[config.mk]
export PLATFORM = sky130hd
export DESIGN_NAME = waypoint_sequencer
export DESIGN_NICKNAME = d
export VERILOG_FILES = /design/src/rtl/wp_pkg.sv /design/src/rtl/wp_timeout_timer.sv /design/src/rtl/waypoint_sequencer.sv
export SDC_FILE = /design/constraint.sdc
export NUM_CORES = 1
export LEC_CHECK = 0
export BUFFER_PORTS_ARGS = -buffer_cell sky130_fd_sc_hd__buf_2
export CORE_ASPECT_RATIO = 0.9
export CORE_MARGIN = 2
export CORE_UTILIZATION = 52
export CTS_CLUSTER_SIZE = 8
export DETAILED_ROUTE_END_ITERATION = 8
export PLACE_DENSITY_LB_ADDON = 0.25
export SLEW_MARGIN = 20
export SYNTH_ARGS = -nofsm -noshare
export SYNTH_HDL_FRONTEND = slang
export SYNTH_SLANG_ARGS = --single-unit
[constraint.sdc]
create_clock -name clk -period 2.55 [get_ports clk]
set_input_delay 0.255 -clock clk [delete_from_list [all_inputs] [get_ports clk]]
set_output_delay 0.255 -clock clk [all_outputs]
set_load 0.02 [all_outputs]
[src/rtl/wp_pkg.sv]
// Shared types and sizing for the waypoint sequencer.
// Holds the FSM state encoding, table geometry and the coordinate pair payload.
package wp_pkg;

  localparam int unsigned N_ENTRIES = 9;
  localparam int unsigned DATA_W    = 8;
  localparam int unsigned IDX_W     = 4;

  typedef enum logic [2:0] {
    IDLE        = 3'd0,
    FETCH       = 3'd1,
    PRESENT     = 3'd2,
    WAIT_ARRIVE = 3'd3,
    DONE        = 3'd4,
    ERROR       = 3'd5
  } wp_state_e;

  typedef struct packed {
    logic [DATA_W-1:0] x;
    logic [DATA_W-1:0] y;
  } wp_pair_t;

  // True when idx addresses the final table entry.
  function automatic logic is_last_idx(input logic [IDX_W-1:0] idx);
    return idx == IDX_W'(N_ENTRIES - 1);
  endfunction

endpackage

[src/rtl/wp_timeout_timer.sv]
// Arrival watchdog: counts enabled cycles since the last clear and flags when
// the count reaches TIMEOUT_CYC. Saturates so it can never wrap back to zero.
module wp_timeout_timer #(
  parameter int unsigned TIMEOUT_CYC = 1023
) (
  input  logic clk,
  input  logic rst_n,
  input  logic i_clr,
  input  logic i_en,
  output logic o_expired_c
);

  localparam int unsigned CNT_W = $clog2(TIMEOUT_CYC + 1);

  logic [CNT_W-1:0] r_cnt;

  assign o_expired_c = (r_cnt == CNT_W'(TIMEOUT_CYC));

  always_ff @(posedge clk or negedge rst_n) begin
    if (!rst_n) begin
      r_cnt <= '0;
    end else if (i_clr) begin
      r_cnt <= '0;
    end else if (i_en && !o_expired_c) begin
      r_cnt <= r_cnt + CNT_W'(1);
    end
  end

endmodule

[src/rtl/waypoint_sequencer.sv]
// Walks an external coordinate table entry by entry, offering each (x, y) over
// valid/ready and waiting for the consumer's arrival pulse before advancing.
module waypoint_sequencer
  import wp_pkg::*;
#(
  parameter int unsigned TIMEOUT_CYC = 1023
) (
  input  logic              clk,
  input  logic              rst_n,
  input  logic              start,
  input  logic              abort,
  input  logic              loop_en,
  output logic [IDX_W-1:0]  tbl_idx,
  input  logic [DATA_W-1:0] tbl_x,
  input  logic [DATA_W-1:0] tbl_y,
  output logic              wp_valid,
  input  logic              wp_ready,
  output logic [DATA_W-1:0] wp_x,
  output logic [DATA_W-1:0] wp_y,
  output logic [IDX_W-1:0]  wp_idx,
  input  logic              arrived,
  output logic              busy,
  output logic              done,
  output logic              err
);

  wp_state_e        r_state;
  wp_state_e        w_state_nxt;
  logic [IDX_W-1:0] r_idx;
  logic [IDX_W-1:0] w_idx_nxt;
  wp_pair_t         r_wp;
  wp_pair_t         w_tbl_pair;
  logic [IDX_W-1:0] r_wp_idx;
  logic             r_wp_valid;
  logic             r_busy;
  logic             r_done;
  logic             r_err;
  logic             w_valid_nxt;
  logic             w_busy_nxt;
  logic             w_done_nxt;
  logic             w_err_nxt;
  logic             w_load;
  logic             w_tmr_clr;
  logic             w_tmr_en;
  logic             w_expired;
  logic             w_last;

  assign w_tbl_pair = '{x: tbl_x, y: tbl_y};
  assign w_last     = is_last_idx(r_idx);

  wp_timeout_timer #(
    .TIMEOUT_CYC(TIMEOUT_CYC)
  ) u_timer (
    .clk        (clk),
    .rst_n      (rst_n),
    .i_clr      (w_tmr_clr),
    .i_en       (w_tmr_en),
    .o_expired_c(w_expired)
  );

  always_ff @(posedge clk or negedge rst_n) begin
    if (!rst_n) begin
      r_state <= IDLE;
    end else begin
      r_state <= w_state_nxt;
    end
  end

  // Next-state decode; status outputs are derived from the next state so they
  // register in lockstep with it.
  always_comb begin
    w_state_nxt = r_state;
    w_idx_nxt   = r_idx;
    w_err_nxt   = r_err;
    w_load      = 1'b0;
    w_tmr_clr   = 1'b0;
    w_tmr_en    = 1'b0;
    w_valid_nxt = 1'b0;
    w_busy_nxt  = 1'b0;
    w_done_nxt  = 1'b0;

    if (abort) begin
      w_state_nxt = IDLE;
      w_err_nxt   = 1'b0;
    end else begin
      unique case (r_state)
        IDLE: begin
          if (start) begin
            w_idx_nxt   = '0;
            w_err_nxt   = 1'b0;
            w_state_nxt = FETCH;
          end
        end
        FETCH: begin
          w_load      = 1'b1;
          w_state_nxt = PRESENT;
        end
        PRESENT: begin
          if (r_wp_valid && wp_ready) begin
            w_tmr_clr   = 1'b1;
            w_state_nxt = WAIT_ARRIVE;
          end
        end
        WAIT_ARRIVE: begin
          w_tmr_en = 1'b1;
          // Arrival takes precedence over a timeout in the same cycle.
          if (arrived) begin
            if (!w_last) begin
              w_idx_nxt   = r_idx + IDX_W'(1);
              w_state_nxt = FETCH;
            end else if (loop_en) begin
              w_idx_nxt   = '0;
              w_state_nxt = FETCH;
            end else begin
              w_state_nxt = DONE;
            end
          end else if (w_expired) begin
            w_err_nxt   = 1'b1;
            w_state_nxt = ERROR;
          end
        end
        DONE: begin
          w_state_nxt = IDLE;
        end
        ERROR: begin
          if (start) begin
            w_err_nxt   = 1'b0;
            w_idx_nxt   = '0;
            w_state_nxt = FETCH;
          end
        end
        default: begin
          w_state_nxt = IDLE;
        end
      endcase
    end

    w_valid_nxt = (w_state_nxt == PRESENT);
    w_busy_nxt  = (w_state_nxt == FETCH) || (w_state_nxt == PRESENT) ||
                  (w_state_nxt == WAIT_ARRIVE);
    w_done_nxt  = (w_state_nxt == DONE);
  end

  always_ff @(posedge clk or negedge rst_n) begin
    if (!rst_n) begin
      r_idx      <= '0;
      r_wp       <= '0;
      r_wp_idx   <= '0;
      r_wp_valid <= 1'b0;
      r_busy     <= 1'b0;
      r_done     <= 1'b0;
      r_err      <= 1'b0;
    end else begin
      r_idx      <= w_idx_nxt;
      r_wp_valid <= w_valid_nxt;
      r_busy     <= w_busy_nxt;
      r_done     <= w_done_nxt;
      r_err      <= w_err_nxt;
      if (w_load) begin
        r_wp     <= w_tbl_pair;
        r_wp_idx <= r_idx;
      end
    end
  end

  assign tbl_idx  = r_idx;
  assign wp_valid = r_wp_valid;
  assign wp_x     = r_wp.x;
  assign wp_y     = r_wp.y;
  assign wp_idx   = r_wp_idx;
  assign busy     = r_busy;
  assign done     = r_done;
  assign err      = r_err;

endmodule
==> results.yml, run 1 <==
critical_path:
  timing.rr.start: "tbl_idx[0]"
  cp_slowest_stage_delay_ps: 460
  startpoint_type_of_the_worst_setup_path: "flop"
  regToRegEndpoint: "tbl_idx[0]"
  worst-endpoint-arrival_ps: 2610
  critical_path_class: "reg2reg"
  r2r.worst_path.cells: 7
  worstPathCellList: "inv_1 -> ha_1 -> and4bb_1 -> a211o_1 -> a31oi_4 -> or3b_4 -> mux2_4"
  reg2reg_setup_slack_ps: 130
  setup_crit_end_kind: "flop"
  worst-endpoint-required_ps: 2730
  critical-path-slowest-cell: "sky130_fd_sc_hd__dfrtp_1"
  worst-path-max-fanout: 7
logic_synthesis:
  netlist_area_um2: 1920
  number_of_standard_cells_after_synthesis: 162
  yosys-top-cells-area: "sky130_fd_sc_hd__dfrtp_1, sky130_fd_sc_hd__mux2_2, sky130_fd_sc_hd__nor2_1"
  synth_area_per_cell_um2: 11.8
  synth_top_cell_by_area: "sky130_fd_sc_hd__dfrtp_1"
  synth.area.mux_share_pct: 14.3
  postSynthNetCount: 188
  synthXorXnorAreaFrac_pct: 4.56
  synthAdderAreaFrac_pct: 1.96
  synthSimpleGateAreaFrac_pct: 16.2
  sequential_share_of_the_synthesized_area_pct: 53.5
  yosysUniqueCellTypes: 43
  number_of_warning_messages_in_the_yosys_log: 0
  synthFlopType: "sky130_fd_sc_hd__dfrtp_1"
  postSynth.asyncResetShare_pct: 100
  synthDominantCellAreaShare_pct: 53.5
  largest_family_of_logic_cells_by_synthesized_area: "simple AND/OR/NAND/NOR gates"
  synth-edff-count: 0
  synth_compound_gate_area_share_pct: 7.76
  synth_seq_cells: 41
timing:
  final-hold-violation-count: 0
  final.setup.worst_slack_ps: 125
  tightest_slew_ps: 879
  setup_violations: 0
  finalSetupTns_ps: 0
  fin_crit_ps: 2420
  unrepaired_setup_endpoints_after_global_routing: "no"
  max_freq_mhz: 412
  clock-skew-final_ps: 5.99
  slew-limit-headroom_pct: 41.4
  hold_slack_ps: 76.1
  timing.final.crit_share_pct: 95.1
  maxSlewViolCount: 0
clock_tree:
  number_of_buffers_inserted_by_post_cts_setup_repair: 0
  worstSkewPairLatency_ps: 290
  cts_root_buffer: "sky130_fd_sc_hd__clkbuf_8"
  ctsResizeCount: 0
  clkTransAtPathRegs_ps: 80
  clock_path_buffers: 2
  cts_num_sinks: 41
  cts_made_buffers: 5
  cts.hold.buffers_added: 0
  tritoncts: "done"
  htreeDepth: 2
floorplanning:
  floorplan.core_area_um2: 3450
  dieHeight_um: 61.6
  floorplan.initialDensity_pct: 55.6
  die_width_um: 68.0
  io_pins: 51
  num_rows: 20
  dieArea_um2: 4190
min_path:
  min_path_type: "in2async"
global_routing:
  grt_pass1_vias: 1361
  grt_first_pass_wirelength_um: 6040
  grt_use_total_pct: 19.8
  gr-total-overflow: 0
  number_of_antenna_violations_at_the_first_check_in_global_routing: 0
  maximum_number_of_pins_on_one_net_before_global_route_repair: 42
final_layout:
  areaGrowthSynthToFinish_pct: 21.4
  antenna_diode_instance_count: 0
  layout.nets: 241
  final.fill_count: 269
  fin_cells: 260
  stdcell_area_um2: 2330
  drive_gt1_share_pct: 40.7
  postLayoutCoreUtil_pct: 67.5
place:
  placed_cells: 252
  routabilityCongestion: 0.900
  numPortBuffers: 50
  preCtsSetupSlack_ps: 147
  place_area_um2: 2220
  place.detailed.hpwl_um: 2690
power_and_ir_drop:
  intPower_mw: 1.27
  clockPowerShare_pct: 27.9
  power_switching_mw: 0.580
  sequentialPowerShare_pct: 46.3
  power_leakage_nw: 1.13
  comb_power_share_pct: 25.8
  power.total_mw: 1.85
  cellPowerDensity_nw_per_um2: 794
  max-vdd-ir-drop_mv: 0.698
  power_switching_share_pct: 31.4
routing:
  detail_route.vias_per_cell: 5.50
  post_drt_wl_per_cell_um: 14.3
  drcViolationCount: 0
  vias: 1431
  drt-pass1-iter-count: 4
  detailedRoute.firstIterationViolations: 74
  route.antenna.remaining_nets: 0
  detail_route.wirelength_um: 3730
run:
  cap_viol_max_count: 0
run_status:
  status: "finished, final reports clean"
critical path: cells and delay by family, from the launching register on:
kind / cells / cell delay, ps
adders and majority gates: 1 / 230
muxes: 1 / 310
AOI/OAI and AO/OA: 2 / 550
and+or+nand+nor: 2 / 690
buffers and inverters: 1 / 80
DFF: 1 / 460
per-layer routing:
metal,part of all wire [%],vias to the layer above,GRT usage (%)
met2,50,58,32.5
met1,42,684,25.4
met5,0,-,0
met3,6.1,5,5.67
li1,-,684,-
met4,1.5,0,6.86
final cells by class:
class	count	area, um^2	area share (%)
Clock buffer	5	68.8	2.95
Clock inverter	3	43.8	1.88
Inverter	2	7.51	0.322
Multi-Input combinational cell	113	865	37.1
Sequential cell	41	1030	44.0
Tap cell	44	55.1	2.36
Timing Repair Buffer	52	265	11.4
placed cells by master, fill, tap and decap left out, drive strengths merged, types with 2 or more instances in the layout:
| master | Yosys | final |
|---|---|---|
| or3b | 2 | 2 |
| dfrtp | 41 | 41 |
| nor2 | 18 | 18 |
| nand4 | 3 | 3 |
| a31oi | 3 | 3 |
| xnor2 | 3 | 3 |
| inv | 2 | 3 |
| nor3b | 2 | 2 |
| nand2b | 2 | 2 |
| xor2 | 7 | 7 |
| and2 | 3 | 3 |
| nor3 | 2 | 2 |
| or2 | 2 | 2 |
| a211o | 2 | 2 |
| a21oi | 5 | 5 |
| clkbuf | 3 | 5 |
| ha | 3 | 3 |
| mux2 | 22 | 22 |
| buf | 3 | 52 |
| mux2i | 2 | 2 |
| o21ai | 3 | 3 |
| nand3 | 4 | 4 |
| nand2 | 8 | 8 |
state kept, by name, summed over array words and instances (netlist names):
register,count
wp_y,8
r_state,3
u_timer.r_cnt,10
tbl_idx,4
done,1
wp_idx,4
err,1
busy,1
wp_x,8
wp_valid,1
kinds of logic (layout without fill, tap and decap cells):
group,Yosys count,count (layout)
compound gates,20,20
xor+xnor,10,10
flops,41,41
simple gates,56,56
mux,24,24
fa+ha+maj,3,3
buf+inv,8,62
worst max-delay path by stage:
stage / cells past startpoint / start / slack (ps) / to
floorplan: 7 / tbl_idx[0] / 170 / tbl_idx[0]
global placement: 7 / tbl_idx[0] / 220 / tbl_idx[0]
detailed placement: 7 / tbl_idx[0] / 150 / tbl_idx[0]
CTS: 7 / tbl_idx[0] / 130 / tbl_idx[0]
global route: 7 / tbl_idx[0] / 40 / tbl_idx[0]
finish: 7 / tbl_idx[0] / 130 / tbl_idx[0]
synth_stat cells (2+ instances only):
cell type / n
sky130_fd_sc_hd__mux2_2: 20
sky130_fd_sc_hd__inv_1: 2
sky130_fd_sc_hd__mux2i_1: 2
sky130_fd_sc_hd__or2_2: 2
sky130_fd_sc_hd__nor3b_1: 2
sky130_fd_sc_hd__a211o_1: 2
sky130_fd_sc_hd__clkbuf_1: 3
sky130_fd_sc_hd__a21oi_1: 5
sky130_fd_sc_hd__nand4_1: 3
sky130_fd_sc_hd__and2_1: 3
sky130_fd_sc_hd__dfrtp_1: 41
sky130_fd_sc_hd__ha_1: 3
sky130_fd_sc_hd__buf_2: 3
sky130_fd_sc_hd__nand2b_1: 2
sky130_fd_sc_hd__o21ai_0: 3
sky130_fd_sc_hd__xnor2_1: 3
sky130_fd_sc_hd__nand3_1: 4
sky130_fd_sc_hd__nor3_1: 2
sky130_fd_sc_hd__nand2_1: 8
sky130_fd_sc_hd__mux2_4: 2
sky130_fd_sc_hd__xor2_1: 7
sky130_fd_sc_hd__nor2_1: 18
sky130_fd_sc_hd__a31oi_1: 2
power by group through the flow:
stage | registers (mW) | clock network, mW | logic [mW]
after floorplan | 0.984 | 0 | 0.179
after global placement | 0.857 | 0 | 0.464
after detailed placement | 0.864 | 0 | 0.485
after CTS | 0.856 | 0.533 | 0.484
after global routing | 0.875 | 0.565 | 0.514
final | 0.856 | 0.517 | 0.477
Note: power is estimated with default switching activity, not from simulation.
==> inputs of run 2 (changes only) <==
- BUFFER_PORTS_ARGS: -buffer_cell sky130_fd_sc_hd__buf_2 -> not set
- CORE_UTILIZATION: 52 -> 62
- DONT_BUFFER_PORTS: not set -> 1
==> run 2 against run 1 <==
Clock-buffer cell count stayed put. Via count shrank 13%. Die area fell by 15%. Worst setup slack improved by 130 ps. Highest routed layer unchanged. Routed wire length decreased by 2.5%. Clock skew grew 3.7 ps. Utilization grew 2.7 points. Total power down 15%. First-iteration DRC count up 26%. Sequential power grew 16%. Global-route usage increased by 2.7 points. Non-clock buffer count decreased by 42.
==> results.yml, run 2 (same netlist as run 1, synthesis figures left out) <==
run_status:
  status: "finished, final reports clean"
floorplanning:
  floorplan.core_area_um2: 3000
  dieArea_um2: 3560
  io_pins: 51
  dieHeight_um: 56.8
  floorplan.initialDensity_pct: 64.1
  die_width_um: 62.7
  num_rows: 19
timing:
  timing.final.crit_share_pct: 90.2
  final-hold-violation-count: 0
  unrepaired_setup_endpoints_after_global_routing: "no"
  clock-skew-final_ps: 9.68
  setup_violations: 0
  fin_crit_ps: 2300
  slew-limit-headroom_pct: 57.1
  maxSlewViolCount: 0
  finalSetupTns_ps: 0
  tightest_slew_ps: 640
  max_freq_mhz: 435
run:
  cap_viol_max_count: 0
final_layout:
  multi_input_area_um2: 865
  antenna_diode_instance_count: 0
  drive_gt1_share_pct: 25.3
  final.fill_count: 226
  mostFrequentLayoutCells: "sky130_fd_sc_hd__dfrtp_1, sky130_fd_sc_hd__mux2_2, sky130_fd_sc_hd__nor2_1"
  layout.area.seq_um2: 1030
  mostFrequentLayoutCell: "sky130_fd_sc_hd__dfrtp_1"
  largest-register: "u_timer.r_cnt"
  areaGrowthSynthToFinish_pct: 9.52
  largest_register_ffs: 10
  layout.nets: 199
clock_tree:
  cts_made_buffers: 5
  worstSkewPairLatency_ps: 340
  tritoncts: "done"
  ctsResizeCount: 0
  cts_num_sinks: 41
  htreeDepth: 2
  clock_path_buffers: 2
  clkTransAtPathRegs_ps: 130
  cts_root_buffer: "sky130_fd_sc_hd__clkbuf_4"
power_and_ir_drop:
  max-vdd-ir-drop_mv: 0.587
  power_leakage_nw: 0.934
  power.total_mw: 1.57
  cellPowerDensity_nw_per_um2: 748
min_path:
  worstHoldPathCells: 1
  min_path_type: "in2reg"
place:
  routabilityCongestion: 0.775
  numPortBuffers: 0
  place.detailed.hpwl_um: 2600
routing:
  drt-pass1-iter-count: 4
  drcViolationCount: 0
  detailedRoute.firstIterationViolations: 93
  detail_route.vias_per_cell: 5.80
  post_drt_wl_per_cell_um: 16.8
  route.antenna.remaining_nets: 0
  vias: 1252
  detail_route.wirelength_um: 3630
critical_path:
  worst-path-max-fanout: 5
  worst-endpoint-arrival_ps: 2530
  critical_path_class: "reg2reg"
  startpoint_type_of_the_worst_setup_path: "flop"
  r2r.worst_path.cells: 7
  setup_crit_end_kind: "flop"
  worst-endpoint-required_ps: 2780
global_routing:
  maximum_number_of_pins_on_one_net_before_global_route_repair: 42
  global_routing_usage_on_met2_pct: 37.5
  gr-total-overflow: 0
  groute.layer.met3.usage_pct: 7.82
  grt_pass1_vias: 1312
  grt_use_total_pct: 22.5
  number_of_antenna_violations_at_the_first_check_in_global_routing: 0
  grt_first_pass_wirelength_um: 6230
  routing_layer_with_the_top_usage_in_global_route: "met2"
  grt_use_met1_pct: 29.0
[run 2: path summary, 6_finish.rpt]
kind | start | endpoint | slack [ps]
max in group asynchronous | rst_n | wp_idx[2] | 1970
worst max register to register | tbl_idx[0] | tbl_idx[0] | 250
worst min-delay path | tbl_x[4] | wp_x[4] | 50
worst max-delay path | tbl_idx[0] | tbl_idx[0] | 250
worst min register to register | u_timer.r_cnt[9] | u_timer.r_cnt[9] | 560
min in group asynchronous | rst_n | tbl_idx[2] | 380
[run 2: metrics by stage]
step | hold WS (ps) | setup WS, ps | cells | area [um^2] | utilization, %
floorplan | -40.6 | 168 | 162 | 1920 | -
detailed placement | -39.5 | 301 | 205 | 2000 | 66.9
global placement | -39.5 | 346 | 205 | 2000 | 66.9
global route | 25.4 | 167 | 216 | 2100 | 70.2
finish | 51.1 | 250 | 216 | 2100 | 70.2
CTS | 40.4 | 270 | 216 | 2100 | 70.2
[run 2: metal layers]
layer,vias up,routed length [um]
li1,597,-
met1,607,1550
met2,45,1800
met3,3,262
met4,0,18
met5,-,0
[run 2: layout make-up]
class	instances	area share, %
Inverter	2	0.357
Sequential cell	41	48.8
Clock inverter	3	1.01
Tap cell	42	2.50
Multi-Input combinational cell	113	41.1
Timing Repair Buffer	10	4.40
Clock buffer	5	1.79
[run 2: what timing repair did]
item / in CTS / in global routing
setup buffers: 0 / 0
hold endpoints to repair: 43 / 0
setup endpoints to repair: 0 / 0
hold buffers: 3 / 0
[run 2: critical path: stages (launching register included)]
cell and delay [ps]:
sky130_fd_sc_hd__dfrtp_1 360, sky130_fd_sc_hd__inv_1 50, sky130_fd_sc_hd__ha_1 220, sky130_fd_sc_hd__and4bb_1 250
sky130_fd_sc_hd__a211o_1 340, sky130_fd_sc_hd__a31oi_4 230, sky130_fd_sc_hd__or3b_4 440, sky130_fd_sc_hd__mux2_4 310
[run 2: report_power, final]
group | internal [mW] | total [mW] | switching, mW
Sequential | 0.770 | 0.989 | 0.219
Combinational | 0.140 | 0.259 | 0.119
Clock | 0.109 | 0.325 | 0.216
